File: config.mk
export PLATFORM = sky130hd
export DESIGN_NAME = mux_rr_arb
export DESIGN_NICKNAME = d
export VERILOG_FILES = /design/src/rtl/mux_rr_arb.sv
export SDC_FILE = /design/constraint.sdc
export NUM_CORES = 1
export LEC_CHECK = 0
export ABC_CLOCK_PERIOD_IN_PS = 3210
export CAP_MARGIN = 40
export CORE_MARGIN = 4
export CORE_UTILIZATION = 40
export DETAILED_ROUTE_END_ITERATION = 16
export DONT_BUFFER_PORTS = 1
export HOLD_SLACK_MARGIN = 0.1
export REMOVE_ABC_BUFFERS = 1
export SLEW_MARGIN = 25
export SYNTH_ARGS = -nofsm -noshare
export SYNTH_HDL_FRONTEND = slang
export SYNTH_SLANG_ARGS = --single-unit
File: constraint.sdc
create_clock -name clk -period 3.21 [get_ports clk]
set_input_delay 0.963 -clock clk [delete_from_list [all_inputs] [get_ports clk]]
set_output_delay 0.963 -clock clk [all_outputs]
set_load 0.02 [all_outputs]
File: src/rtl/mux_rr_arb.sv
// N-channel valid/ready merge onto one registered output stream.
// Arbitration is fixed-priority (mode=0) or round-robin from ptr (mode=1).
module mux_rr_arb #(
    parameter int WIDTH = 8,
    parameter int NCH   = 4,
    parameter int SEL_W = 2
) (
    input  logic                 clk,
    input  logic                 rst_n,
    input  logic                 mode,
    input  logic [NCH-1:0]       in_valid,
    input  logic [NCH*WIDTH-1:0] in_data,
    output logic [NCH-1:0]       in_ready,
    output logic                 out_valid,
    output logic [WIDTH-1:0]     out_data,
    output logic [SEL_W-1:0]     out_sel,
    input  logic                 out_ready
);

    logic                 out_valid_r;
    logic [WIDTH-1:0]     out_data_r;
    logic [SEL_W-1:0]     out_sel_r;
    logic [SEL_W-1:0]     ptr_r;
    logic [SEL_W-1:0]     grant_idx_s;
    logic [SEL_W-1:0]     cand_idx_s;
    logic                 grant_found_s;
    logic                 hit_s;
    logic                 can_load_s;
    logic                 load_s;
    logic [NCH-1:0]       grant_onehot_s;
    logic [NCH-1:0]       in_ready_s;

    // Channel index reached by stepping off positions forward from base, modulo NCH.
    function automatic logic [SEL_W-1:0] rr_index(input logic [SEL_W-1:0] base,
                                                  input int unsigned off);
        int unsigned sum;
        sum = 32'(base) + off;
        if (sum >= 32'(NCH)) begin
            sum = sum - 32'(NCH);
        end else begin
            sum = sum;
        end
        return sum[SEL_W-1:0];
    endfunction

    // Grant search: first valid channel in priority order (ptr-relative in round-robin).
    always_comb begin
        grant_found_s = 1'b0;
        grant_idx_s   = '0;
        cand_idx_s    = '0;
        hit_s         = 1'b0;
        for (int unsigned k = 0; k < NCH; k++) begin
            cand_idx_s    = mode ? rr_index(ptr_r, k) : k[SEL_W-1:0];
            hit_s         = !grant_found_s && in_valid[cand_idx_s];
            grant_idx_s   = hit_s ? cand_idx_s : grant_idx_s;
            grant_found_s = grant_found_s || hit_s;
        end
    end

    assign can_load_s     = !out_valid_r || out_ready;
    assign load_s         = can_load_s && grant_found_s;
    assign grant_onehot_s = {{(NCH-1){1'b0}}, 1'b1} << grant_idx_s;

    // Producer accept: only the loading channel, and never while reset is held.
    always_comb begin
        in_ready_s = '0;
        if (load_s && rst_n) begin
            in_ready_s = grant_onehot_s;
        end else begin
            in_ready_s = '0;
        end
    end

    // Output register: load replaces the entry, otherwise drain or hold.
    always_ff @(posedge clk or negedge rst_n) begin
        if (!rst_n) begin
            out_valid_r <= 1'b0;
            out_data_r  <= '0;
            out_sel_r   <= '0;
        end else if (load_s) begin
            out_valid_r <= 1'b1;
            out_data_r  <= in_data[32'(grant_idx_s)*WIDTH +: WIDTH];
            out_sel_r   <= grant_idx_s;
        end else if (out_valid_r && out_ready) begin
            out_valid_r <= 1'b0;
        end
    end

    // Round-robin pointer moves past the winner only on round-robin loads.
    always_ff @(posedge clk or negedge rst_n) begin
        if (!rst_n) begin
            ptr_r <= '0;
        end else if (load_s && mode) begin
            if (grant_idx_s == SEL_W'(NCH - 1)) begin
                ptr_r <= '0;
            end else begin
                ptr_r <= grant_idx_s + 1'b1;
            end
        end
    end

    assign in_ready  = in_ready_s;
    assign out_valid = out_valid_r;
    assign out_data  = out_data_r;
    assign out_sel   = out_sel_r;

endmodule

After elaboration in Yosys (flattened, before gate mapping)

Index checks and enable logic that the tools add are counted.

Output and inout port bits: 15
Bits of input ports: 40
Register bits after elaboration: 13
Memories kept: 0
Bits in latches: 0
Memory bits (writable): 0
Bits in read-only memories: 0
Logic and storage cells: 63

Add/subtract/negate cells: 8
Multipliers: 0
Equal/unequal tests: 1
Reduce and logical (&&, ||, !) cells: 16
Magnitude comparators: 8
Mux-type cells: 24
Bitwise logic cells: 0
Div/mod/pow operators: 0
Shift operators: 2

Operators by type and width:

| operator              | count |
|---|---|
| $shiftx A32 B6 Y8     | 1 |
| $mux W2               | 13 |
| $lt A2 B3 Y1 const B  | 4 |
| $ge A3 B3 Y1 const B  | 3 |
| $bmux W1 S2           | 4 |
| $sub A2 B1 Y2 const B | 4 |
| $logic_and A1 B1 Y1   | 7 |
| $add A2 B2 Y3 const B | 2 |
| $mux W1               | 6 |
| $logic_not A1 Y1      | 4 |
| $logic_or A1 B1 Y1    | 4 |
| $mux W4               | 1 |
| $shl A1 B2 Y4 const A | 1 |
| $add A2 B1 Y3 const B | 1 |
| $ge A2 B3 Y1 const B  | 1 |
| $add A2 B1 Y2 const B | 1 |
| $eq A2 B2 Y1 const B  | 1 |
| $reduce_bool A2 Y1    | 1 |

Depth between registers and ports, before layout

Gate-level depths: netlist of run 1.

Depth after elaboration: 17
Gate-level depth with buffers: 9
Gate-level depth less buffers: 7

Worst setup path after synthesis of run 1

Ideal clock, no wire load.

Kind: input port to output port
From: input port in_valid[3]
To: output port in_ready[3]
Required time: 2.247 ns
Path buffers: 2
Slack: -0.208 ns
Cell stages on the path: 9
Arrival time: 2.455 ns
Path through: clkbuf_1 -> nand2b_1 -> a311oi_1 -> o22ai_1 -> a2bb2oi_2 -> clkbuf_8 -> inv_2 -> ha_1 -> and3_1

Cells in the longest elaborated chain, start to end: 14

Ends and longest elaborated chain:

| element                       | line | RTL |
|---|---|---|
| start: declaration            | 11   | `input logic [NCH-1:0] in_valid,` |
| $bmux W1 S2                   | 54   | `hit_s = !grant_found_s && in_valid[cand_idx_s];` |
| $mux W1 (not written as such) | 54   |  |
| $logic_not A1 Y1              | 54   |  |
| $logic_and A1 B1 Y1           | 54   |  |
| $logic_or A1 B1 Y1            | 56   | `grant_found_s = grant_found_s \|\| hit_s;` |
| $logic_not A1 Y1              | 54   |  |
| $logic_and A1 B1 Y1           | 54   |  |
| $logic_or A1 B1 Y1            | 56   |  |
| $logic_not A1 Y1              | 54   |  |
| $logic_and A1 B1 Y1           | 54   |  |
| $logic_or A1 B1 Y1            | 56   |  |
| $logic_and A1 B1 Y1           | 61   | `assign load_s = can_load_s && grant_found_s;` |
| $logic_and A1 B1 Y1           | 67   | `if (load_s && rst_n) begin` |
| $mux W4 (*)                   | 67   |  |
| end: declaration              | 13   | `output logic [NCH-1:0] in_ready,` |

Every way passes the cells marked *; elsewhere a longest branch is shown, timed or not. The select of a mux whose other input is x is not followed.

Final worst setup path of run 1

From: input port in_valid[2]
To: output port in_ready[3]

Same word-level chain as after synthesis.

==> impl_metrics.tcl, run 1 <==
set metrics [dict create \
    run_status "finished with violations" \
    failing_checks "negative setup slack" \
    maxClockFrequency_mhz 311 \
    root_buffer "sky130_fd_sc_hd__clkbuf_4" \
    timing.critical_path.to_type "output port" \
    max-vdd-ir-drop_mv 0.401 \
    ys_types 43 \
    clock_path_buffers 2 \
    drt_wl_total_mm 3.14 \
    rrSetupSlack_ns 0.87 \
    post-dp-hpwl_mm 2.32 \
    number_of_max_capacitance_violations_reported 0 \
    ys_seq_elements 13 \
    syn_avg_cell_area_um2 9.56 \
    antenna_found_initial 0 \
    clock_tree_from_tritoncts "done" \
    max_slew.worst_pin.slew_ns 0.290 \
    instance_count_of_the_mapped_netlist 125 \
    placement.io_buffers 0 \
    max-slew-margin-rel 0.806 \
    grt.total_usage 0.146 \
    htree_levels 1 \
    count_of_synthesis_stage_warnings_from_yosys 0 \
    drc 0 \
    grt_util_met3 0.0252 \
    synth_largest_area_cell "sky130_fd_sc_hd__dfrtp_1" \
    synth.top_cells.by_count "sky130_fd_sc_hd__mux2i_1, sky130_fd_sc_hd__dfrtp_1, sky130_fd_sc_hd__nand2b_1" \
    fin_skew_ns 0.00410 \
    finalSetupViolations 1 \
    finalCriticalPeriod_ns 3.22 \
    synthTopCellsByArea "sky130_fd_sc_hd__dfrtp_1, sky130_fd_sc_hd__mux2i_1, sky130_fd_sc_hd__o221ai_2" \
    die_x_um 62.7 \
    grt_setup_unrepaired "yes" \
    number_of_max_slew_violations_in_the_final_report 0 \
    drt-wirelength-per-cell_um 17.7 \
    holdWs_ns 0.370 \
    crit-reg2reg-launch "ptr_r[1]" \
    grt_pass1_vias 1045 \
    cell_with_the_most_instances_after_synthesis "sky130_fd_sc_hd__mux2i_1" \
    synth_top_flop_cell "sky130_fd_sc_hd__dfrtp_1" \
    global_route_wire_length_before_repair_mm 4.77 \
    regToRegEndpoint "ptr_r[1]" \
    timing_hold_violations_final 0 \
    dr.pass1.iters 4 \
    clock_insertion_delay_worst_skew_ns 0.27 \
    final_worst_setup_slack_ns -0.00900 \
    synthMuxAreaShare 0.160 \
    detail_route.iter0.violations 52 \
    die_y_um 62.7 \
    place_ws_ns -0.00498 \
    classification_of_the_worst_slack_hold_path "in2async" \
    power_per_cell_area_nw_per_um2 853 \
    leakagePower_nw 0.636 \
    cts-buffers-inserted 3 \
    main_combinational_cell_family_by_area_after_synthesis "compound AO/OA/AOI/OAI gates" \
    ant_nets 0 \
    synthDominantCellAreaShare 0.272 \
    final_layout_size_suffix_gt1_frac 0.395 \
    vias_per_cell 6.09 \
    timing.critical_path.fanout_max 10 \
    grt-ovfl-total 0 \
    async_flop_share 1.00 \
    critPathKind "in2out" \
    count_of_hold_fix_buffers_inserted_at_cts 0 \
    vias 1084 \
    placement_row_count 19 \
    globalplace.congestion 0.853 \
    period_share 1.00 \
    synthToLayoutAreaGrowth_pct 23.0 \
    synth-seq-area-share 0.272 \
    synth_simple_gate_area_share 0.208 \
    die_area_um2 3930 \
    grt_use_met1 0.189 \
    timing.critical_path.from_type "input port" \
    synth-compound-area-share 0.267 \
    setup_tns_ns -0.00900 \
    crit_arrival_ns 2.26 \
    synth_edf_count 0 \
    synth_area_um2 1190 \
    total_power_mw 1.25 \
    use_met2 0.244 \
    cts.clk_slew.worst_paths_ns 0.08 \
    utilization 0.524 \
    rr_worst_depth 10 \
    final_net_count 189 \
    antenna-diode-count 0 \
    critical_path_rt_ns 2.25 \
    maximum_number_of_pins_on_one_net_before_global_route_repair 17 \
    cts_sinks 13 \
    fp.coreArea_um2 2810 \
    synthAdderAreaFrac 0.0105 \
    initial_standard_cell_utilization_of_the_core 0.426 \
    global_route.peak_usage_layer "met2" \
    share_of_the_synthesized_netlist_area_taken_by_xor_and_xnor_gates 0 \
    floorplan.io_pins 55 \
]
==> kinds of logic (layout without fill, tap and decap cells) <==
group                      Yosys count  after routing
buffers and inverters               16             38
DFF                                 13             13
AOI/OAI and AO/OA                   32             32
and+or+nand+nor                     44             44
muxes                               19             19
adders and majority gates            1              1
==> worst max-delay path, cell delays in order <==
cell                      delay [ns]
sky130_fd_sc_hd__nor2b_1        0.12
sky130_fd_sc_hd__a211o_1        0.29
sky130_fd_sc_hd__and2_4         0.15
sky130_fd_sc_hd__o31a_1         0.35
sky130_fd_sc_hd__buf_4          0.17
sky130_fd_sc_hd__and3_4         0.20
==> metal layers <==
metal	vias up	routed length, um
met5	-	0
li1	509	-
met3	4	204
met4	0	36
met1	521	1310
met2	50	1590
==> power by group <==
part           internal [mW]  switching [mW]  total [mW]
clock                 0.0481          0.0546       0.103
sequential             0.241           0.152       0.393
combinational          0.396           0.363       0.759
==> registers in the layout (all words and copies together) (netlist names) <==
signal	flops
out_valid	1
out_data	8
out_sel	2
ptr_r	2
==> stage by stage <==
step | cells | area [um2]
2_1_floorplan | 116 | 1120
3_3_place_gp | 164 | 1290
3_5_place_dp | 164 | 1290
4_1_cts | 169 | 1340
5_1_grt | 178 | 1470
6_report | 178 | 1470
==> placed cells by master (no fill, tap or decap), drive strengths merged, types with 3 or more instances in the layout <==
cell type  Yosys  layout
nand2          9       9
dfrtp         13      13
mux2i         18      18
a21oi          3       3
nand2b        11      11
nor2          10      10
o21ai          3       3
inv            7       6
o221ai         9       9
nor3           3       3
clkbuf         2       5
buf            7      25
==> worst max-delay path by stage <==
stage	startpoint	to	slack (ns)	depth (start not counted)
CTS	in_valid[0]	in_ready[0]	0.02	7
floorplan	in_valid[3]	in_ready[3]	-0.50	7
global route	in_valid[2]	in_ready[2]	-0.09	8
finish	in_valid[2]	in_ready[3]	-0.009	6
detailed placement	mode	in_ready[3]	-0.005	7
global placement	mode	in_ready[3]	0.01	7
==> final cells by class <==
| class | instances | area [um2] |
|---|---|---|
| multi-input combinational | 96 | 828 |
| clock buffer | 4 | 26.3 |
| timing repair buffer | 27 | 219 |
| sequential | 13 | 328 |
| fill | 273 | 1340 |
| tap | 31 | 38.8 |
| inverter | 7 | 30.0 |
==> repair_timing <==
item	CTS	global route
endpoints found under the hold margin	0	0
pin swaps	1	9
setup endpoints to repair	3	4
setup buffers	1	9
resized for setup	4	15
Note: power is estimated with default switching activity, not from simulation.
==> run 2: changes to the inputs <==
- ABC_AREA: unset -> 1
==> impl_metrics.tcl, run 2 <==
set metrics [dict create \
    maximum_number_of_pins_on_one_net_before_global_route_repair 18 \
    initial_standard_cell_utilization_of_the_core 0.424 \
    fin_skew_ns 0.00224 \
    finalSetupViolations 0 \
    grt_setup_unrepaired "yes" \
    vias_per_cell 5.45 \
    antenna-diode-count 0 \
    cell_chain_of_the_critical_path "nand2_8 -> nand2_4 -> nand2_4 -> o21ai_4 -> buf_4 -> buf_6 -> nand3_2 -> nand2_4 -> inv_4 -> ha_4 -> inv_2 -> nor2_2 -> buf_6" \
    max-slew-margin-rel 0.785 \
    synthTopCellsByArea "sky130_fd_sc_hd__dfrtp_1, sky130_fd_sc_hd__nand3_1, sky130_fd_sc_hd__nand2_1" \
    clock_tree_from_tritoncts "done" \
    grt_pass1_vias 1189 \
    die_y_um 62.5 \
    area.sequential_um2 327 \
    vias 1221 \
    floorplan.io_pins 55 \
    clock_path_buffers 2 \
    synth_edf_count 0 \
    final_layout_size_suffix_gt1_frac 0.332 \
    rr_worst_depth 12 \
    max-vdd-ir-drop_mv 0.400 \
    worstSetupPathDepth 13 \
    synthDominantCellAreaShare 0.273 \
    synth_largest_area_cell "sky130_fd_sc_hd__dfrtp_1" \
    critical_path_rt_ns 2.25 \
    fp.coreArea_um2 2810 \
    grt-ovfl-total 0 \
    final_net_count 235 \
    instance_count_of_the_mapped_netlist 176 \
    finalNonFillerCells 224 \
    ys_types 24 \
    placement.io_buffers 0 \
    dp_cells 213 \
    fillCellCount 298 \
    crit_arrival_ns 2.24 \
    post-route-cell-area_um2 1450 \
    die_area_um2 3910 \
    die_x_um 62.5 \
    timing.critical_path.to_type "output port" \
    ant_nets 0 \
    leakagePower_nw 0.748 \
    post-dp-hpwl_mm 2.46 \
    period_share 0.998 \
    timing.critical_path.fanout_max 8 \
    cpMaxStageDelayCell "sky130_fd_sc_hd__o21ai_4" \
    drt_wl_total_mm 3.24 \
    finalCriticalPeriod_ns 3.20 \
    cell_with_the_most_instances_after_synthesis "sky130_fd_sc_hd__nand2_1" \
    grt.total_usage 0.166 \
    final_cell_mix "sky130_fd_sc_hd__nand2_1, sky130_fd_sc_hd__nand3_1, sky130_fd_sc_hd__nand2_2, sky130_fd_sc_hd__inv_1, sky130_fd_sc_hd__buf_4" \
    synth.top_cells.by_count "sky130_fd_sc_hd__nand2_1, sky130_fd_sc_hd__nand3_1, sky130_fd_sc_hd__nand2_2" \
    timing.critical_path.from_type "input port" \
    rrSetupSlack_ns 1.15 \
    root_buffer "sky130_fd_sc_hd__clkbuf_4" \
    cts.clk_slew.worst_paths_ns 0.09 \
    async_flop_share 1.00 \
    drt-wirelength-per-cell_um 14.5 \
    layout.cells.most_common "sky130_fd_sc_hd__nand2_1" \
    detail_route.iter0.violations 39 \
    number_of_max_capacitance_violations_reported 0 \
    ys_seq_elements 13 \
    synth_top_flop_cell "sky130_fd_sc_hd__dfrtp_1" \
    placed_cell_area_um2 1260 \
    synthToLayoutAreaGrowth_pct 22.2 \
    worst_path_largest_cell_delay_ns 0.24 \
    power_per_cell_area_nw_per_um2 976 \
    count_of_synthesis_stage_warnings_from_yosys 0 \
    dr.pass1.iters 3 \
    cts-buffers-inserted 3 \
    antenna_found_initial 0 \
    multi_input_area_um2 821 \
    number_of_max_slew_violations_in_the_final_report 0 \
    placement_row_count 19 \
    clock_insertion_delay_worst_skew_ns 0.29 \
    timing_hold_violations_final 0 \
    synth-seq-area-share 0.273 \
    max_slew.worst_pin.slew_ns 0.322 \
    classification_of_the_worst_slack_hold_path "in2async" \
    utilization 0.518 \
    global_route_wire_length_before_repair_mm 5.31 \
    cp.buffers_inverters 5 \
    critPathKind "in2out" \
    syn_avg_cell_area_um2 6.76 \
    count_of_hold_fix_buffers_inserted_at_cts 0 \
    run_status "complete, no violations" \
    path_common_cell "sky130_fd_sc_hd__nand2_4" \
    cts_sinks 13 \
    htree_levels 1 \
    maxClockFrequency_mhz 312 \
    critPathTopFamily "buffers and inverters" \
    drc 0 \
    largest_reg_flops 8 \
    synth_area_um2 1190 \
    globalplace.congestion 0.812 \
]
run 2: changes by cell type in the layout (fill, tap and decap cells not counted), moves of 5 or more:
cell	change
sky130_fd_sc_hd__nor2_1	-7
sky130_fd_sc_hd__mux2i_1	-17
sky130_fd_sc_hd__nand2_4	+5
sky130_fd_sc_hd__nand2b_1	-11
sky130_fd_sc_hd__o221ai_2	-9
sky130_fd_sc_hd__nand3_1	+40
sky130_fd_sc_hd__nand2_2	+13
sky130_fd_sc_hd__nand2_1	+40
sky130_fd_sc_hd__buf_4	-9
sky130_fd_sc_hd__inv_1	+9
sky130_fd_sc_hd__nand3b_1	+7
run 2: through the flow:
stage	setup TNS, ns	hold WS [ns]	setup slack, ns	power, mW
after floorplan	-0.827	0.484	-0.281	0.918
after global placement	-0.00646	0.528	-0.00646	1.13
after detailed placement	-0.0795	0.543	-0.0513	1.16
after CTS	-0.00000511	0.350	-0.00000511	1.33
after global routing	-0.215	0.346	-0.0772	1.55
final	0	0.356	0.00500	1.42
run 2: power breakdown:
part           internal (mW)  switching, mW  total [mW]  leakage (nW)
clock network         0.0483         0.0641       0.112        0.0150
registers              0.240          0.150       0.390         0.157
logic                  0.371          0.547       0.917         0.576
total                  0.659          0.761        1.42         0.748
run 2: cell families (layout without fill, tap and decap cells):
family | Yosys count | count (layout) | synth area share
adders and majority gates | 1 | 1 | 0.0105
AOI/OAI and AO/OA | 5 | 5 | 0.0305
and+or+nand+nor | 132 | 132 | 0.580
DFF | 13 | 13 | 0.273
buffers and inverters | 25 | 42 | 0.105
run 2: final timing paths:
path                          start           to
max                            mode  in_ready[3]
min                           rst_n     ptr_r[1]
max reg2reg                ptr_r[0]  out_data[3]
min reg2reg                ptr_r[1]     ptr_r[1]
max in group asynchronous     rst_n     ptr_r[0]
min in group clk           ptr_r[1]     ptr_r[1]
run 2: final cells by class:
cell class | instances | share of cell area
tap | 31 | 0.0267
sequential | 13 | 0.225
multi-input combinational | 138 | 0.565
inverter | 19 | 0.0525
timing repair buffer | 19 | 0.114
clock buffer | 4 | 0.0181
run 2: metal layers:
layer / GRT usage / routed length [um]
met5: 0 / 0
met4: 0.0661 / 68
met3: 0.0450 / 217
met2: 0.289 / 1630
met1: 0.191 / 1320
run 2: timing repair:
| item | in CTS | in global routing |
|---|---|---|
| gates resized for setup | 9 | 18 |
| endpoints found under the setup margin | 3 | 4 |
| buffers inserted | 3 | 4 |
| pin swaps | 6 | 10 |
==> run 3: changes to the inputs <==
- CAP_MARGIN: 40 -> 0
- CELL_PAD_IN_SITES_DETAIL_PLACEMENT: unset -> 1
- CELL_PAD_IN_SITES_GLOBAL_PLACEMENT: unset -> 1
- CORE_UTILIZATION: 40 -> 38
- PLACE_DENSITY_LB_ADDON: unset -> 0.1
==> impl_metrics.tcl, run 3 (synthesis gave the netlist of run 2 again) <==
set metrics [dict create \
    drt_wl_total_mm 4.13 \
    drt-wirelength-per-cell_um 17.2 \
    vias_per_cell 5.38 \
    max-slew-margin-rel 0.761 \
    die_area_um2 4090 \
    die_x_um 64.0 \
    timing.critical_path.fanout_max 8 \
    global_route_wire_length_before_repair_mm 5.79 \
    layout.cells.most_common "sky130_fd_sc_hd__nand2_1" \
    cts-buffers-inserted 3 \
    maxClockFrequency_mhz 312 \
    period_share 1.00 \
    max-vdd-ir-drop_mv 0.398 \
    final_layout_size_suffix_gt1_frac 0.378 \
    antenna_found_initial 0 \
    grt.total_usage 0.178 \
    number_of_max_slew_violations_in_the_final_report 0 \
    clock_path_buffers 2 \
    ant_nets 0 \
    htree_levels 1 \
    root_buffer "sky130_fd_sc_hd__clkbuf_4" \
    floorplan.io_pins 55 \
    post-dp-hpwl_mm 2.66 \
    cts.clk_slew.worst_paths_ns 0.09 \
    clock_insertion_delay_worst_skew_ns 0.28 \
    vias 1290 \
    leakagePower_nw 0.801 \
    placement.io_buffers 0 \
    cts_sinks 13 \
    fp.coreArea_um2 3030 \
    fin_skew_ns 0.00678 \
    dp_cells 226 \
    cpMaxStageDelayCell "sky130_fd_sc_hd__nor3_4" \
    placement_row_count 20 \
    classification_of_the_worst_slack_hold_path "in2async" \
    largest_reg_flops 8 \
    dr.pass1.iters 4 \
    globalplace.congestion 0.775 \
    final_net_count 238 \
    drc 0 \
    critical_path_rt_ns 2.25 \
    worst_path_largest_cell_delay_ns 0.18 \
    total_power_mw 1.66 \
    power_per_cell_area_nw_per_um2 1010 \
    timing.critical_path.from_type "input port" \
    cell_chain_of_the_critical_path "nand2_4 -> inv_4 -> nand3_1 -> nand2_2 -> inv_1 -> nand3_4 -> nand3_4 -> nand2_4 -> inv_4 -> buf_6 -> nor3_4 -> buf_6" \
    detail_route.iter0.violations 93 \
    finalNonFillerCells 240 \
    finalSetupViolations 0 \
    initial_standard_cell_utilization_of_the_core 0.393 \
    timing.critical_path.to_type "output port" \
    final_cell_mix "sky130_fd_sc_hd__nand2_1, sky130_fd_sc_hd__nand3_1, sky130_fd_sc_hd__nand2_2, sky130_fd_sc_hd__inv_1" \
    finalCriticalPeriod_ns 3.21 \
    antenna-diode-count 0 \
    crit_arrival_ns 2.25 \
    rr_worst_depth 13 \
    grt_pass1_vias 1256 \
    maximum_number_of_pins_on_one_net_before_global_route_repair 17 \
    clock_tree_from_tritoncts "done" \
    max_slew.worst_pin.slew_ns 0.357 \
    timing_hold_violations_final 0 \
    die_y_um 64.0 \
    grt-ovfl-total 0 \
    number_of_max_capacitance_violations_reported 0 \
    critPathKind "in2out" \
    synthToLayoutAreaGrowth_pct 38.4 \
    grt_setup_unrepaired "yes" \
    run_status "complete, no violations" \
]
[run 3: critical path, delay by kind of cell]
family                 cells  cell delay, ns
and+or+nand+nor            7            0.76
buffers and inverters      5            0.51
[run 3: report_power, final]
part / switching (mW) / internal, mW / leakage (nW)
registers: 0.152 / 0.240 / 0.157
clock network: 0.0566 / 0.0482 / 0.0150
logic: 0.690 / 0.472 / 0.629
[run 3: final timing paths]
check                         start           to  slack (ns)
min                           rst_n     ptr_r[0]        0.36
max                            mode  in_ready[2]       0.001
max in group asynchronous     rst_n  out_data[3]        2.77
min in group clk           ptr_r[1]     ptr_r[1]        0.58
min reg2reg                ptr_r[1]     ptr_r[1]        0.58
max reg2reg                ptr_r[0]  out_data[0]        0.99
[run 3: layout make-up]
type	instances	area, um2
flip-flops and latches	13	327
repair buffers	22	220
clock buffers	4	26.3
multi-input cells	138	942
well taps	44	55.1
fillers	380	1380
inverters	19	76.3
[run 3: metal layers]
metal,routed length [um],share of wire,vias to the layer above,global-route usage
met1,1630,0.39,624,0.202
li1,-,-,618,-
met3,200,0.048,6,0.0457
met4,39,0.0094,0,0.0323
met5,0,0,-,0
met2,2260,0.55,42,0.334
[run 3: metrics by stage]
stage               setup TNS (ns)  setup slack (ns)  hold slack, ns  cell area, um2  utilization
floorplan                   -0.827            -0.281           0.484            1140            -
global placement                 0            0.0100           0.518            1280        0.423
detailed placement         -0.0677           -0.0501           0.526            1280        0.423
CTS                        -0.0333           -0.0333           0.373            1400        0.461
global route                -0.290           -0.0823           0.337            1650        0.544
finish                           0           0.00147           0.363            1650        0.544
[run 3: timing repair]
item,in CTS,in global routing
gates resized for setup,14,37
cloned,0,0
setup endpoints to repair,4,4
hold buffers,0,0
buffers inserted,4,6
pin swaps,7,19
